## src/rtl/meta_pkg.sv

```systemverilog
// Shared types and defaults for the N-way tag/metadata array.
// Optional dirty tracking is enabled by defining META_DIRTY_EN.
package meta_pkg;

    typedef enum logic [0:0] {
        StIdle,
        StSweep
    } sweep_state_e;

    localparam int unsigned DefSets = 64;
    localparam int unsigned DefWays = 2;
    localparam int unsigned DefTagW = 7;
    localparam int unsigned DefSetW = $clog2(DefSets);
    localparam int unsigned DefWayW = $clog2(DefWays);

    // Index width that never collapses to zero bits.
    function automatic int unsigned idx_w(input int unsigned n);
        return (n > 1) ? $clog2(n) : 1;
    endfunction

endpackage

```

## src/rtl/meta_lru_set.sv

```systemverilog
// True-LRU age logic for one set: victim selection and post-access age vector.
// Ages: 0 = MRU, WAYS-1 = LRU.
module meta_lru_set
    import meta_pkg::*;
#(
    parameter int unsigned WAYS = DefWays,
    parameter int unsigned AW   = idx_w(WAYS)
) (
    input  logic [WAYS-1:0][AW-1:0] age_i,
    input  logic [WAYS-1:0]         valid_i,
    input  logic [AW-1:0]           acc_way_i,
    output logic [AW-1:0]           victim_o,
    output logic [WAYS-1:0][AW-1:0] age_o
);

    logic          found;
    logic [AW-1:0] old_age;

    always_comb begin
        victim_o = '0;
        found    = 1'b0;
        for (int w = 0; w < WAYS; w++) begin
            if (!valid_i[w] && !found) begin
                victim_o = AW'(w);
                found    = 1'b1;
            end
        end
        if (!found) begin
            for (int w = 0; w < WAYS; w++) begin
                if (age_i[w] == AW'(WAYS - 1)) begin
                    victim_o = AW'(w);
                end
            end
        end
    end

    assign old_age = age_i[acc_way_i];

    always_comb begin
        age_o = age_i;
        for (int w = 0; w < WAYS; w++) begin
            if (AW'(w) == acc_way_i) begin
                age_o[w] = '0;
            end else if (age_i[w] < old_age) begin
                age_o[w] = age_i[w] + 1'b1;
            end
        end
    end

endmodule

```

## src/rtl/meta_tag_array_nway.sv

```systemverilog
// N-way set-associative tag/valid/LRU store with registered lookup, LRU fill and
// invalidate-all sweep. Define META_DIRTY_EN to add per-way dirty tracking.
module meta_tag_array_nway
    import meta_pkg::*;
#(
    parameter int unsigned SETS  = DefSets,
    parameter int unsigned WAYS  = DefWays,
    parameter int unsigned TAG_W = DefTagW,
    localparam int unsigned SW   = idx_w(SETS),
    localparam int unsigned AW   = idx_w(WAYS)
) (
    input  logic             clk_i,
    input  logic             rst_ni,
    input  logic             lookup_valid_i,
    input  logic [SW-1:0]    lookup_set_i,
    input  logic [TAG_W-1:0] lookup_tag_i,
    output logic             resp_valid_o,
    output logic             hit_o,
    output logic [AW-1:0]    hit_way_o,
    output logic [AW-1:0]    victim_way_o,
    input  logic             fill_valid_i,
    input  logic [SW-1:0]    fill_set_i,
    input  logic [TAG_W-1:0] fill_tag_i,
    output logic [AW-1:0]    fill_way_o,
    output logic             fill_done_o,
    input  logic             inval_start_i,
    output logic             busy_o
`ifdef META_DIRTY_EN
    ,
    input  logic             lookup_wr_i,
    output logic             victim_dirty_o
`endif
);

    logic [SETS-1:0][WAYS-1:0]             valid_q, valid_d;
    logic [SETS-1:0][WAYS-1:0][TAG_W-1:0]  tag_q, tag_d;
    logic [SETS-1:0][WAYS-1:0][AW-1:0]     age_q, age_d;
    sweep_state_e                          state_q, state_d;
    logic [SW-1:0]                         cnt_q, cnt_d;

    logic                  resp_valid_q, hit_q, fill_done_q;
    logic [AW-1:0]         hit_way_q, victim_way_q, fill_way_q;

    logic                  busy, lookup_acc, fill_acc, hit_any;
    logic [SW-1:0]         sel_set;
    logic [WAYS-1:0]       hit_vec;
    logic [AW-1:0]         hit_idx, victim, acc_way;
    logic [WAYS-1:0][AW-1:0] next_age;

    assign busy       = (state_q == StSweep);
    assign fill_acc   = fill_valid_i && !busy;
    assign lookup_acc = lookup_valid_i && !fill_valid_i && !busy;
    // Fill wins the shared set port; a concurrent lookup is dropped.
    assign sel_set    = fill_valid_i ? fill_set_i : lookup_set_i;

    always_comb begin
        hit_vec = '0;
        for (int w = 0; w < WAYS; w++) begin
            hit_vec[w] = valid_q[sel_set][w] && (tag_q[sel_set][w] == lookup_tag_i);
        end
        hit_idx = '0;
        for (int w = WAYS - 1; w >= 0; w--) begin
            if (hit_vec[w]) begin
                hit_idx = AW'(w);
            end
        end
    end

    assign hit_any = |hit_vec;
    assign acc_way = fill_acc ? victim : hit_idx;

    meta_lru_set #(
        .WAYS (WAYS),
        .AW   (AW)
    ) u_lru (
        .age_i     (age_q[sel_set]),
        .valid_i   (valid_q[sel_set]),
        .acc_way_i (acc_way),
        .victim_o  (victim),
        .age_o     (next_age)
    );

    always_comb begin
        valid_d = valid_q;
        tag_d   = tag_q;
        age_d   = age_q;
        if (busy) begin
            valid_d[cnt_q] = '0;
            for (int w = 0; w < WAYS; w++) begin
                age_d[cnt_q][w] = AW'(w);
            end
        end else if (fill_acc) begin
            valid_d[sel_set][victim] = 1'b1;
            tag_d[sel_set][victim]   = fill_tag_i;
            age_d[sel_set]           = next_age;
        end else if (lookup_acc && hit_any) begin
            age_d[sel_set] = next_age;
        end
    end

    always_comb begin
        state_d = state_q;
        cnt_d   = cnt_q;
        case (state_q)
            StIdle: begin
                if (inval_start_i) begin
                    state_d = StSweep;
                    cnt_d   = '0;
                end
            end
            StSweep: begin
                cnt_d = cnt_q + 1'b1;
                if (cnt_q == SW'(SETS - 1)) begin
                    state_d = StIdle;
                    cnt_d   = '0;
                end
            end
            default: state_d = StIdle;
        endcase
    end

    always_ff @(posedge clk_i or negedge rst_ni) begin
        if (!rst_ni) begin
            valid_q <= '0;
            tag_q   <= '0;
            for (int s = 0; s < SETS; s++) begin
                for (int w = 0; w < WAYS; w++) begin
                    age_q[s][w] <= AW'(w);
                end
            end
            state_q      <= StIdle;
            cnt_q        <= '0;
            resp_valid_q <= 1'b0;
            hit_q        <= 1'b0;
            hit_way_q    <= '0;
            victim_way_q <= '0;
            fill_done_q  <= 1'b0;
            fill_way_q   <= '0;
        end else begin
            valid_q      <= valid_d;
            tag_q        <= tag_d;
            age_q        <= age_d;
            state_q      <= state_d;
            cnt_q        <= cnt_d;
            resp_valid_q <= lookup_acc;
            hit_q        <= lookup_acc && hit_any;
            hit_way_q    <= (lookup_acc && hit_any) ? hit_idx : '0;
            fill_done_q  <= fill_acc;
            if (lookup_acc) begin
                victim_way_q <= victim;
            end
            if (fill_acc) begin
                fill_way_q <= victim;
            end
        end
    end

    assign resp_valid_o = resp_valid_q;
    assign hit_o        = hit_q;
    assign hit_way_o    = hit_way_q;
    assign victim_way_o = victim_way_q;
    assign fill_done_o  = fill_done_q;
    assign fill_way_o   = fill_way_q;
    assign busy_o       = busy;

`ifdef META_DIRTY_EN
    logic [SETS-1:0][WAYS-1:0] dirty_q, dirty_d;
    logic                      victim_dirty_q;

    always_comb begin
        dirty_d = dirty_q;
        if (busy) begin
            dirty_d[cnt_q] = '0;
        end else if (fill_acc) begin
            dirty_d[sel_set][victim] = 1'b0;
        end else if (lookup_acc && hit_any && lookup_wr_i) begin
            dirty_d[sel_set][hit_idx] = 1'b1;
        end
    end

    always_ff @(posedge clk_i or negedge rst_ni) begin
        if (!rst_ni) begin
            dirty_q        <= '0;
            victim_dirty_q <= 1'b0;
        end else begin
            dirty_q <= dirty_d;
            if (lookup_acc) begin
                victim_dirty_q <= dirty_q[sel_set][victim];
            end
        end
    end

    assign victim_dirty_o = victim_dirty_q;
`else
    // Write-through build: no dirty state is kept.
`endif

endmodule

```

## config.mk

```make
export PLATFORM = sky130hd
export DESIGN_NAME = meta_tag_array_nway
export DESIGN_NICKNAME = d
export VERILOG_FILES = /design/src/rtl/meta_pkg.sv /design/src/rtl/meta_lru_set.sv /design/src/rtl/meta_tag_array_nway.sv
export SDC_FILE = /design/constraint.sdc
export NUM_CORES = 2
export LEC_CHECK = 0
export BUFFER_PORTS_ARGS = -buffer_cell sky130_fd_sc_hd__buf_2
export CORE_MARGIN = 3
export CORE_UTILIZATION = 30
export DETAILED_ROUTE_END_ITERATION = 8
export SETUP_SLACK_MARGIN = 0.5
export SYNTH_ARGS = -nofsm -noshare
export SYNTH_HDL_FRONTEND = slang
export SYNTH_SLANG_ARGS = --single-unit
```

## constraint.sdc

```tcl
create_clock -name clk_i -period 5.2 [get_ports clk_i]
set_input_delay 0.52 -clock clk_i [delete_from_list [all_inputs] [get_ports clk_i]]
set_output_delay 0.52 -clock clk_i [all_outputs]
set_load 0.01 [all_outputs]
```

## Word level (Yosys, flattened, before mapping)

Index checks and enable logic that the tools add are counted.

| word-level totals | value |
|---|---|
| flip-flop bits (word level) | 1,165 |
| output and inout bits | 7 |

| cells by class | value |
|---|---|
| reduce and logical (&&, ||, !) cells | 17 |
| add/subtract/negate cells | 3 |
| equal/unequal tests | 4 |
| bitwise operators | 7 |
| multiplexer cells | 52 |
| magnitude comparators | 9 |

Operators with widths:

| operator | count |
|---|---|
| $bwmux 896 | 1 |
| $mux 128 | 5 |
| $and 128x128->128 | 2 |
| $not 128->128 | 2 |
| $or 128x128->128 | 2 |
| $bwmux 128 | 1 |
| $bmux 14 s6 | 1 |
| $demux 14 s6 | 1 |
| $demux 2 s6 | 5 |
| $mux 14 | 2 |
| $bmux 2 s6 | 2 |
| $mux 1 | 20 |
| $mux 6 | 3 |
| $eq 7x7->1 | 2 |
| $lt 6x7->1 const B | 2 |
| $ge 6x1->1 const B | 2 |
| $mux 2 | 6 |
| $pmux 6 s2 | 1 |
| $logic_and 1x1->1 | 10 |
| $demux 7 s1 | 1 |
| $mux 7 | 1 |
| $add 6x1->6 const B | 1 |
| $eq 6x6->1 const B | 1 |
| $lt 1x2->1 const B | 2 |
| other kinds (12) | 16 |

## Longest topological paths before layout

| depth | value |
|---|---|
| word-level depth | 19 |
| depth in mapped cells | 20 |
| gate-level depth less buffers | 12 |

## Modules after synthesis

Synthesis repeated with hierarchy kept, for this count alone.

| second synthesis, totals | value |
|---|---|
| cells, all modules | 4,854 |
| area, all modules | 54,373.4 µm² |

By module, submodules not included:

| module | area an instance (µm²) | cells each | times used | sequential area each (µm²) |
|---|---|---|---|---|
| meta_tag_array_nway | 54,348.4 | 4,849 | 1 | 29,233.0 |
| meta_lru_set | 25.0 | 5 | 1 | 0.0 |

## Least setup slack after synthesis

OpenSTA, ideal clock, no wires.

| timing path | value |
|---|---|
| path type | input to register |
| start point | input fill_valid_i |
| end point | register age_q[103] (netlist bit) |
| path slack | 1.164 ns |
| library setup time | 0.080 ns |
| data arrival time | 3.957 ns |
| cell stages on the path | 18 |
| cells stage by stage | buf_4 > buf_6 > mux2_4 > buf_4 > buf_6 > mux2i_1 > a222oi_1 > a31oi_1 > a2111oi_1 > nand3_1 > a2111oi_2 > nand4_2 > o21ai_2 > a21oi_1 > or2_1 > buf_4 > buf_6 > o22a_1 |

| between the ends | value |
|---|---|
| word-level cells in the longest chain between the ends | 19 |

Ends and longest elaborated chain:

| item | RTL line | text |
|---|---|---|
| from (decl) | meta_tag_array_nway.sv:21 | `input logic fill_valid_i,` |
| $mux 6 | meta_tag_array_nway.sv:54 | `assign sel_set = fill_valid_i ? fill_set_i : lookup_set_i;` |
| $bmux 2 s6 | meta_tag_array_nway.sv:59, meta_tag_array_nway.sv:77 |  |
| $mux 2 (not written as such) | meta_tag_array_nway.sv:59, meta_tag_array_nway.sv:77 |  |
| $logic_not 1->1 | meta_lru_set.sv:23 | `if (!valid_i[w] && !found) begin` |
| $logic_and 1x1->1 | meta_lru_set.sv:23 |  |
| $mux 1 | meta_lru_set.sv:23 |  |
| $mux 1 (2 in series) | meta_lru_set.sv:30 | `if (age_i[w] == AW'(WAYS - 1)) begin` |
| $mux 1 | meta_lru_set.sv:28 | `if (!found) begin` |
| $mux 1 | meta_tag_array_nway.sv:70 | `assign acc_way = fill_acc ? victim : hit_idx;` |
| $mux 1 (not written as such) (2 in series) | meta_lru_set.sv:37 | `assign old_age = age_i[acc_way_i];` |
| $lt 1x1->1 | meta_lru_set.sv:44 | `end else if (age_i[w] < old_age) begin` |
| $mux 1 | meta_lru_set.sv:44 |  |
| $mux 1 | meta_lru_set.sv:42 | `if (AW'(w) == acc_way_i) begin` |
| $bwmux 128 | meta_tag_array_nway.sv:95, meta_tag_array_nway.sv:97 |  |
| $mux 128 | meta_tag_array_nway.sv:96 | `end else if (lookup_acc && hit_any) begin` |
| $mux 128 | meta_tag_array_nway.sv:92 | `end else if (fill_acc) begin` |
| $mux 128 | meta_tag_array_nway.sv:87 | `if (busy) begin` |
| to (signal, indexed assignment) | meta_tag_array_nway.sv:128 | `age_q[s][w] <= AW'(w);` |
| to (signal assigned) | meta_tag_array_nway.sv:142 | `age_q <= age_d;` |
| to (decl) | meta_tag_array_nway.sv:37 | `logic [SETS-1:0][WAYS-1:0][AW-1:0] age_q, age_d;` |

Several ways; a longest one is shown, not always the timed one. The select of a mux whose other input is x is not followed.
A chain may end at the register's enable or synchronous reset.

## Final worst setup path

| timing path | value |
|---|---|
| start point | input lookup_set_i[0] |
| end point | register age_q[41] (netlist bit) |

| between the ends | value |
|---|---|
| word-level cells in the longest chain between the ends | 19 |

Ends and longest elaborated chain:

| item | RTL line | text |
|---|---|---|
| from (decl) | meta_tag_array_nway.sv:15 | `input logic [SW-1:0] lookup_set_i,` |
| $mux 6 * | meta_tag_array_nway.sv:54 |  |
| $bmux 2 s6 | meta_tag_array_nway.sv:59, meta_tag_array_nway.sv:77 |  |
| $mux 2 (not written as such) | meta_tag_array_nway.sv:59, meta_tag_array_nway.sv:77 |  |
| $logic_not 1->1 | meta_lru_set.sv:23 |  |
| $logic_and 1x1->1 | meta_lru_set.sv:23 |  |
| $mux 1 | meta_lru_set.sv:23 |  |
| $mux 1 (2 in series) | meta_lru_set.sv:30 |  |
| $mux 1 | meta_lru_set.sv:28 |  |
| $mux 1 | meta_tag_array_nway.sv:70 |  |
| $mux 1 (not written as such) (2 in series) | meta_lru_set.sv:37 |  |
| $lt 1x1->1 | meta_lru_set.sv:44 |  |
| $mux 1 | meta_lru_set.sv:44 |  |
| $mux 1 | meta_lru_set.sv:42 |  |
| $bwmux 128 | meta_tag_array_nway.sv:95, meta_tag_array_nway.sv:97 |  |
| $mux 128 | meta_tag_array_nway.sv:96 |  |
| $mux 128 | meta_tag_array_nway.sv:92 |  |
| $mux 128 | meta_tag_array_nway.sv:87 |  |

Every way passes the cells marked *; elsewhere a longest branch is shown, timed or not. The select of a mux whose other input is x is not followed.

==> results.ini <==
[logic_synthesis]
syn-num-nets = 4785
synth_edf_count = 0
synth_area_sq_um = 55500
yosys.area.top_type = dfrtp_1
yosysUniqueCellTypes = 97
ys_seq_area_share_pct = 52.7
ys.flop_type = dfrtp_1
ys_warn_count = 0
yosys-top-cells-area = dfrtp_1, mux2_2, nand2_1
async_flop_share_pct = 100
ys_seq_elements = 1165
avgSynthCellArea_sq_um = 11.7
synth_top_area_share_pct = 49.6
synthCells = 4753

[sta]
report.final.slew_viol_count = 0
hold_violations = 0
setup_violations = 0
rsz0062_at_grt = no
fmax_mhz = 217
holdWs_ps = 165
period_minus_slack_ps = 4600
timing.final.crit_share_pct = 88.5
clock_skew_ps = 28.0
worst_pin_slew_ps = 1200
slew-limit-headroom_pct = 19.6
tns_ps = 0

[worst_setup_path]
cp_slowest_cell = or4b_2
worstSetupPathType = in2reg
path_cells = buf_2 -> buf_4 -> or4b_2 -> and2_1 -> buf_4 -> o22ai_1 -> o41ai_2 -> o2111a_1 -> a21o_1 -> a2111oi_2 -> nand4_2 -> buf_4 -> buf_4 -> nand4b_1 -> and2_1 -> or2_1 -> buf_4 -> o22a_1
cpPeakStageDelay_ps = 690
cp.required_ps = 5930
r2r-start = tag_q[81]
worstSetupEndpointType = flip-flop
regToRegSetupSlack_ps = 920
arrival_ps = 5330
critPathTopFamily = simple AND/OR/NAND/NOR gates
start_kind = input port
critPathMaxFanout = 13
startpoint = lookup_set_i[0]
crit_top_cell = buf_4
crit_buf_inv = 6

[cells_and_area]
fin_nets = 5078
drive_gt1_share_pct = 35.8
fillers = 18000
syn_to_final_growth_pct = 20.3

[drt]
vias = 44400
first_pass_iters = 5
wire_per_inst_microns = 30.1
drc = 0
via_per_inst = 5.83
antenna_left = 0
drt_wl_total_microns = 229000
drt_iter0_markers = 5476

[floorplan]
dieArea_sq_um = 190000
dieWidth_microns = 436
std_cell_rows = 157
start_util_pct = 30.2
die_height_microns = 436
ios = 38
core-area_sq_um = 183000

[power]
power.density_nw_per_um2 = 346
sw_frac_of_total_pct = 28.8
internal-power_mw = 16.5
power_leakage_nw = 31.2
pwr-share-clk_pct = 41.1
p_switching_mw = 6.66
seqPwrFrac_pct = 43.8
ir_worst_vdd_uv = 328
pwr-share-comb_pct = 15.2

[cts]
cts_max_path_buffers = 3
clk_pin_slew_ps = 60
cts_num_sinks = 1165
cts_max_level = 4
ctsRootBufferMaster = clkbuf_16
clock_latency_ps = 790
cts_buffers = 130
cts_tree = yes

[grt]
grt_pass1_wl_microns = 327000
grt_max_degree = 139
antenna_found_initial = 10
grt_overflow = 0
first_global_vias = 43500
grt_use_total_pct = 23.5

[hold_path]
min_path_type = in2reg
holdCritStartpoint = lookup_valid_i

[flow_run]
maxCapViolCount = 0

[run_status]
status = completed

[placement]
post-dp-hpwl_microns = 159000
port_buffers = 37
place.gp.congestion = 1.03

-- path summary, 6_finish.rpt --
kind / endpoint / depth (start not counted)
worst max register to register: age_q[41] / 13
max in group asynchronous: tag_q[7] / 3
worst max-delay path: age_q[41] / 18
worst min-delay path: hit_way_o / 3
worst min register to register: fill_way_o / 2
min in group asynchronous: age_q[72] / 2
-- power by group through the flow --
stage	clock [mW]	combinational, mW	sequential [mW]
final	9.50	3.51	10.1
after global routing	9.97	3.68	10.2
after CTS	9.61	3.42	10.1
after detailed placement	0	3.41	10.3
after global placement	0	3.38	10.2
after floorplan	0	1.90	10.1
-- cell usage after synthesis, drive strengths merged, types with 44 or more instances --
master  number
a31oi       44
o22ai      188
a21oi      215
o21ai      106
mux2i      116
nor2       154
a21o        67
o221ai      62
dfstp       64
clkbuf     216
dfrtp     1101
mux2       903
o22a        71
inv         84
nand2      511
nand3      130
nor3        46
buf        153
-- cell usage in the layout (no fill, tap or decap), types with 12 or more instances in the layout --
master,synthesis,routed
o22ai_1,188,188
a32o_1,17,17
clkbuf_1,215,35
a21oi_1,211,203
mux2i_1,115,112
clkinv_2,0,17
dfstp_2,64,64
and3_1,17,17
nand2b_1,19,18
nor2_1,118,112
o221ai_1,62,62
inv_1,83,83
o21ai_0,103,101
clkbuf_8,0,27
nor3_1,45,45
a22oi_1,20,20
o211ai_1,20,20
or4b_2,18,18
o22a_1,71,71
nor4_1,14,14
a222oi_1,22,22
buf_12,0,114
a211oi_1,26,26
nor3b_1,31,28
a32oi_1,31,31
nand2_1,510,508
clkbuf_16,0,130
mux2_2,901,901
buf_4,43,385
and2_1,13,13
dfrtp_1,1101,1100
nand3b_1,12,12
nand3_1,129,129
a221oi_1,16,16
buf_2,79,28
a31oi_1,44,44
nor2_2,36,40
a21o_1,67,67
mux4_2,21,21
-- through the flow --
step	std cells	power, mW	util, %	area, sq um	setup slack, ps
after floorplan	4753	12.0	-	55500	1160
after global placement	7375	13.6	34.0	62300	-508
after detailed placement	7375	13.7	34.0	62300	-558
after CTS	7612	23.1	36.4	66700	581
after global routing	7615	23.8	36.4	66800	509
final	7622	23.1	36.4	66800	599
-- logic make-up (layout without fill, tap and decap cells) --
kind of cell / count (synthesis) / in the layout / share of synthesized area, %
buffers and inverters: 454 / 850 / 3.70
DFF: 1165 / 1165 / 52.7
AOI/OAI and AO/OA: 1044 / 1044 / 13.2
adders and majority gates: 1 / 1 / 0.0225
and+or+nand+nor: 1039 / 1039 / 8.97
xor gates and xnor gates: 10 / 10 / 0.158
muxes: 1040 / 1040 / 21.3
other: 0 / 9 / 0
-- routing by layer --
layer | track usage (%) | vias up | routed length (microns)
li1 | - | 18200 | -
met1 | 31.6 | 23200 | 94500
met2 | 35.1 | 2442 | 99700
met3 | 5.80 | 588 | 21700
met4 | 12.1 | 8 | 13400
met5 | 0.227 | - | 107
-- flip-flops by register name, summed over array words and instances (netlist names) --
signal        count
resp_valid_o      1
age_q           128
fill_done_o       1
busy_o            1
valid_q         128
hit_o             1
cnt_q             6
hit_way_o         1
fill_way_o        1
tag_q           896
victim_way_o      1
-- final cells by class --
class	count	area (sq um)	area share, %
Inverter	84	315	0.472
Timing Repair Buffer	531	5360	8.02
Clock inverter	43	617	0.924
Antenna cell	9	22.5	0.0337
Tap cell	2464	3080	4.62
Sequential cell	1165	29200	43.8
Clock buffer	192	3760	5.62
Multi-Input combinational cell	3134	24400	36.5
-- worst register-to-register path, delay by kind of cell, from the launching register on --
| family | cells | cell delay, ps |
|---|---|---|
| flops | 1 | 350 |
| compound gates | 3 | 1070 |
| buf+inv | 2 | 410 |
| simple gates | 7 | 2150 |
| xor+xnor | 1 | 220 |
-- what timing repair did --
action                     in CTS  in global routing
setup endpoints to repair     112                130
gates resized for setup         2                  6
hold endpoints to repair       61                  0
hold buffers                    2                  0
gates cloned                    0                  0
pin swaps                       0                  0
setup buffers                   0                  1
No activity file was read; power rests on OpenSTA's default activity.
